<file path="src/rtl/mmio_uart_hub.sv">
// mmio_uart_hub: CHANNELS buffered 8N1 UART receivers exposed as DATA/STATUS words on the CPU bus
// Ports: clock/reset (sync, active-high); rx[CHANNELS] serial inputs, idle high;
//        address/read_enable/write_enable/write_data CPU bus; hit decodes BASE_ADDR..BASE_ADDR+2*CHANNELS-1;
//        read_data registered read result; irq interrupt request.
// Build option: define MMIO_UART_HUB_IRQ_EN to generate a registered irq, otherwise irq is tied low.
module mmio_uart_hub #(
   parameter int          CHANNELS   = 2,
   parameter int          CLK_HZ     = 50000000,
   parameter int          BAUD       = 9600,
   parameter int          FIFO_DEPTH = 8,
   parameter logic [15:0] BASE_ADDR  = 16'hFF00
) (
   input  logic                clock,
   input  logic                reset,
   input  logic [CHANNELS-1:0] rx,
   input  logic [15:0]         address,
   input  logic                read_enable,
   input  logic                write_enable,
   input  logic [15:0]         write_data,
   output logic                hit,
   output logic [15:0]         read_data,
   output logic                irq
);
   localparam int DIV = CLK_HZ / BAUD;
   localparam int AW  = $clog2(FIFO_DEPTH);
   localparam int CW  = AW + 1;
   localparam int DW  = $clog2(DIV + 1);
   typedef enum logic [1:0] {IDLE, START, DATA, STOP} rx_state_t;
   logic [15:0] off;
   logic [7:0]  head [CHANNELS];
   logic [15:0] stat [CHANNELS];
   logic [15:0] rd_mux;
   logic        unused_bits;
   // subtraction wraps addresses below BASE_ADDR to large offsets, so one compare decodes the window
   assign off         = address - BASE_ADDR;
   assign hit         = off < 16'(2 * CHANNELS);
   assign unused_bits = ^write_data[13:0];
   for (genvar c = 0; c < CHANNELS; c++) begin : g_ch
      rx_state_t     st, st_n;
      logic [1:0]    sync;
      logic [DW-1:0] cnt;
      logic [2:0]    idx;
      logic [7:0]    shreg;
      logic [7:0]    mem [FIFO_DEPTH];
      logic [AW-1:0] wp, rp;
      logic [CW-1:0] count;
      logic          ovr, frm, tick, sel, pop, full, push_ok, clr;
      logic          ld_half, ld_full, shift, push, ferr;
      assign tick    = cnt == '0;
      assign sel     = hit && off[2:1] == 2'(c);
      assign pop     = read_enable && sel && !off[0] && count != '0;
      assign clr     = write_enable && sel && off[0];
      assign full    = count == CW'(FIFO_DEPTH);
      // a pop in the same cycle frees the slot, so a full FIFO still accepts the byte
      assign push_ok = push && (!full || pop);
      always_comb begin
         st_n    = st;
         ld_half = 1'b0;
         ld_full = 1'b0;
         shift   = 1'b0;
         push    = 1'b0;
         ferr    = 1'b0;
         case (st)
            IDLE: begin
               ld_half = !sync[1];
               st_n    = sync[1] ? IDLE : START;
            end
            START: if (tick) begin
               ld_full = !sync[1];
               st_n    = sync[1] ? IDLE : DATA;
            end
            DATA: if (tick) begin
               shift   = 1'b1;
               ld_full = 1'b1;
               st_n    = idx == 3'd7 ? STOP : DATA;
            end
            default: if (tick) begin
               push = sync[1];
               ferr = !sync[1];
               st_n = IDLE;
            end
         endcase
      end
      always_ff @(posedge clock) begin
         if (reset) begin
            st    <= IDLE;
            sync  <= 2'b11;
            cnt   <= '0;
            idx   <= '0;
            shreg <= '0;
            wp    <= '0;
            rp    <= '0;
            count <= '0;
            ovr   <= 1'b0;
            frm   <= 1'b0;
         end else begin
            st    <= st_n;
            sync  <= {sync[0], rx[c]};
            cnt   <= ld_half ? DW'(DIV / 2 - 1) : ld_full ? DW'(DIV - 1) : tick ? cnt : cnt - DW'(1);
            idx   <= st != DATA ? 3'd0 : shift ? idx + 3'd1 : idx;
            shreg <= shift ? {sync[1], shreg[7:1]} : shreg;
            wp    <= wp + AW'(push_ok);
            rp    <= rp + AW'(pop);
            count <= count + CW'(push_ok) - CW'(pop);
            ovr   <= (push && full && !pop) || (ovr && !(clr && write_data[15]));
            frm   <= ferr || (frm && !(clr && write_data[14]));
         end
      end
      always_ff @(posedge clock)
         if (push_ok) mem[wp] <= shreg;
      assign head[c] = count != '0 ? mem[rp] : 8'h00;
      assign stat[c] = {ovr, frm, count != '0, 6'b0, 7'(count)};
   end
   always_comb begin
      rd_mux = '0;
      for (int i = 0; i < CHANNELS; i++)
         if (hit && off[2:1] == 2'(i)) rd_mux = off[0] ? stat[i] : {8'h00, head[i]};
   end
   always_ff @(posedge clock) begin
      if (reset) read_data <= '0;
      else if (read_enable) read_data <= rd_mux;
   end
`ifdef MMIO_UART_HUB_IRQ_EN
   logic irq_n;
   always_comb begin
      irq_n = 1'b0;
      for (int i = 0; i < CHANNELS; i++) irq_n = irq_n | (|stat[i][15:13]);
   end
   always_ff @(posedge clock) begin
      if (reset) irq <= 1'b0;
      else irq <= irq_n;
   end
`else
   assign irq = 1'b0;
`endif
endmodule

</file>
<file path="config.mk">
export PLATFORM = sky130hd
export DESIGN_NAME = mmio_uart_hub
export DESIGN_NICKNAME = d
export VERILOG_FILES = /design/src/rtl/mmio_uart_hub.sv
export SDC_FILE = /design/constraint.sdc
export NUM_CORES = 1
export LEC_CHECK = 0
export ABC_AREA = 0
export BUFFER_PORTS_ARGS = -buffer_cell sky130_fd_sc_hd__buf_4
export CORE_ASPECT_RATIO = 2
export CORE_MARGIN = 2
export CORE_UTILIZATION = 61
export DETAILED_ROUTE_END_ITERATION = 8
export PLACE_DENSITY = 0.8
export SETUP_SLACK_MARGIN = 0.4
export SLEW_MARGIN = 20
export SYNTH_ARGS = -nofsm -noshare
export SYNTH_HDL_FRONTEND = slang
export SYNTH_SLANG_ARGS = --single-unit
</file>
<file path="constraint.sdc">
create_clock -name clock -period 4.05 [get_ports clock]
set_input_delay 0.405 -clock clock [delete_from_list [all_inputs] [get_ports clock]]
set_output_delay 0.405 -clock clock [all_outputs]
set_load 0.1 [all_outputs]
</file>
==> out/metrics.yaml <==
status: "complete, no violations"
layout-drive-gt1-share_pct: 17.05
antenna_found_initial: 0
n_fill_cell: 1023
clk_pin_slew_ns: 0.06
max_freq_mhz: 312.5
syn_area_per_cell_sq_um: 12.44
yosys.area.top_type: "edfxtp_1"
routed-wl-met2_um: 12160
finalSetupViolations: 0
core_area_sq_um: 15290
clock_sinks: 219
routed-via-count: 6223
power_uw: 5167
clk_path_buf_depth: 3
setup_tns_ns: 0
synthToLayoutAreaGrowth_pct: 11.78
dr_wl_met3_um: 883
fp.dieW_um: 92.28
slew_headroom_pct: 42.74
gp_congestion: 0.9258
grt_pass1_wl_um: 33000
ys_ff_latch: 219
yosys_warnings: 0
ctsResizeCount: 0
drv_cap: 0
yosysTopAreaCellShare_pct: 40.43
drt_iter0_markers: 280
row_count: 64
synthTopCellsByCount: "edfxtp_1 (128), dfxtp_1 (91), nand2_1 (61)"
synth_edf_count: 128
wl_per_cell_um: 20.45
period_needed_ns: 3.200
leakage_uw: 0.003734
die-area_sq_um: 16660
worst_pin_slew_ns: 0.8578
rsz0062_at_grt: "false"
hpwl_um: 14710
cellPowerDensity_nw_per_um2: 486.3
final_util_pct: 69.48
synth_cell_types: 60
report.final.slew_viol_count: 0
drtAntennaViolNets: 0
drt-total-wl_um: 20840
drc: 0
cts_setup_buffers: 0
ctsRootBufferMaster: "clkbuf_16"
initial_utilization_pct: 62.16
cts-buffers-inserted: 19
syn_inst: 764
syn_area_sq_um: 9507
yosysSeqAreaShare_pct: 59.59
worstPathArrival_ns: 3.55
track_usage_pct: 25.60
grt_max_degree: 72
hold_buffers: 0
hold_slack_ns: 0.09692
skew_ns: 0.01936
numPortBuffers: 35
m1WireLength_um: 7040
pre_cts_ws_ns: 0.6202
hold_viol_final: 0
top_layer_used: "met4"
synth_most_common_cell: "edfxtp_1"
finalCritPeriodShare_pct: 79.02
critPathRequiredTime_ns: 4.40
viasPerCell: 6.107
irDropWorstVdd_uv: 527.7
end_kind: "flop"
setup_ws_ns: 0.8495
overflow: 0
cts_max_level: 1
diodes: 0
die_y_um: 180.6
ys_top_cells_by_area: "edfxtp_1 (40%), dfxtp_1 (19%), mux4_2 (4.7%)"
ios: 56
async_flop_share_pct: 0
critPathKind: "flop to flop"
insertion_delay_ns: 0.50
grt_pass1_vias: 6432
path_max_fanout: 4
nets: 882
synth-main-ff-cell: "edfxtp_1"
hp-class: "input pin to flop"
drtPass1Iterations: 5
start_kind: "flop"
cts_tree: "yes"
## critical path: stages (launching register included)
cell	delay, ns
dfxtp_1	0.38
inv_1	0.11
ha_1	0.23
nor3b_1	0.16
or3b_2	0.47
o31ai_2	0.31
and3_1	0.23
nand2_1	0.06
ha_1	0.29
inv_1	0.04
ha_1	0.20
fa_1	0.38
xnor2_1	0.16
nor2_1	0.05
## layout make-up
class	instances	area, sq um	share of cell area, %
Tap cell	198	247.7	2.331
Clock buffer	24	508.0	4.780
Timing Repair Buffer	58	435.4	4.098
Inverter	22	82.58	0.7771
Multi-Input combinational cell	488	3585	33.73
Clock inverter	10	102.6	0.9655
Sequential cell	219	5665	53.31
## report_power, final
part | switching [uW] | leakage, uW | internal (uW) | total (uW)
clock network | 796 | 0.000289 | 971 | 1770
logic | 499 | 0.00152 | 352 | 851
registers | 118 | 0.00192 | 2430 | 2550
## routing by layer
metal | up-vias | GRT usage [%]
met5 | - | 0
li1 | 2884 | -
met4 | 0 | 10.63
met3 | 52 | 2.760
met2 | 178 | 50.62
met1 | 3109 | 26.44
## per-stage QoR
step                instance area (sq um)  std cells
floorplan                            9525        769
global placement                    10020        985
detailed placement                  10020        985
CTS                                 10630       1019
global route                        10630       1019
finish                              10630       1019
## sequential cells by signal, summed over array words and instances (netlist names)
signal      count
g_ch.mem      128
g_ch.cnt       26
g_ch.shreg     16
read_data      11
g_ch.count      8
g_ch.idx        6
g_ch.rp         6
g_ch.wp         6
g_ch.st         4
g_ch.sync       4
g_ch.frm        2
g_ch.ovr        2
## kinds of logic after synthesis
group / Yosys count / share of synthesized area [%]
AND/OR/NAND/NOR: 243 / 13.37
flip-flops: 219 / 59.59
AO/OA/AOI/OAI: 119 / 7.713
multiplexers: 67 / 9.924
buffers and inverters: 62 / 2.895
adder cells (fa/ha/maj): 36 / 4.896
XOR/XNOR: 17 / 1.566
other: 1 / 0.03945
## path summary, 6_finish.rpt
path	endpoint	depth (start not counted)	slack, ns	startpoint
setup / recovery	g_ch[0].count[2]$_SDFF_PP0_	13	0.85	g_ch[0].count[2]$_SDFF_PP0_
hold / removal	g_ch[1].sync[0]$_SDFF_PP1_	2	0.1	rx[1]
setup reg to reg	g_ch[0].count[2]$_SDFF_PP0_	13	0.85	g_ch[0].count[2]$_SDFF_PP0_
hold reg to reg	g_ch[0].sync[1]$_SDFF_PP1_	1	0.41	g_ch[0].sync[0]$_SDFF_PP1_
## layout by cell type, fill, tap and decap left out, drive strengths merged, types with 6 or more instances in the layout
master  instances
edfxtp        128
dfxtp          91
nand2          61
buf            58
nor2           55
a21oi          48
ha             34
mux2i          29
clkbuf         24
nor2b          23
inv            23
nand3          21
mux4           20
mux2           18
o21ai          17
nand2b         14
a31oi          13
xnor2          13
nor3           13
a22oi           8
or2             7
nor3b           7
nand3b          7
or4             7
conb            6
(Power assumes the default switching activity.)
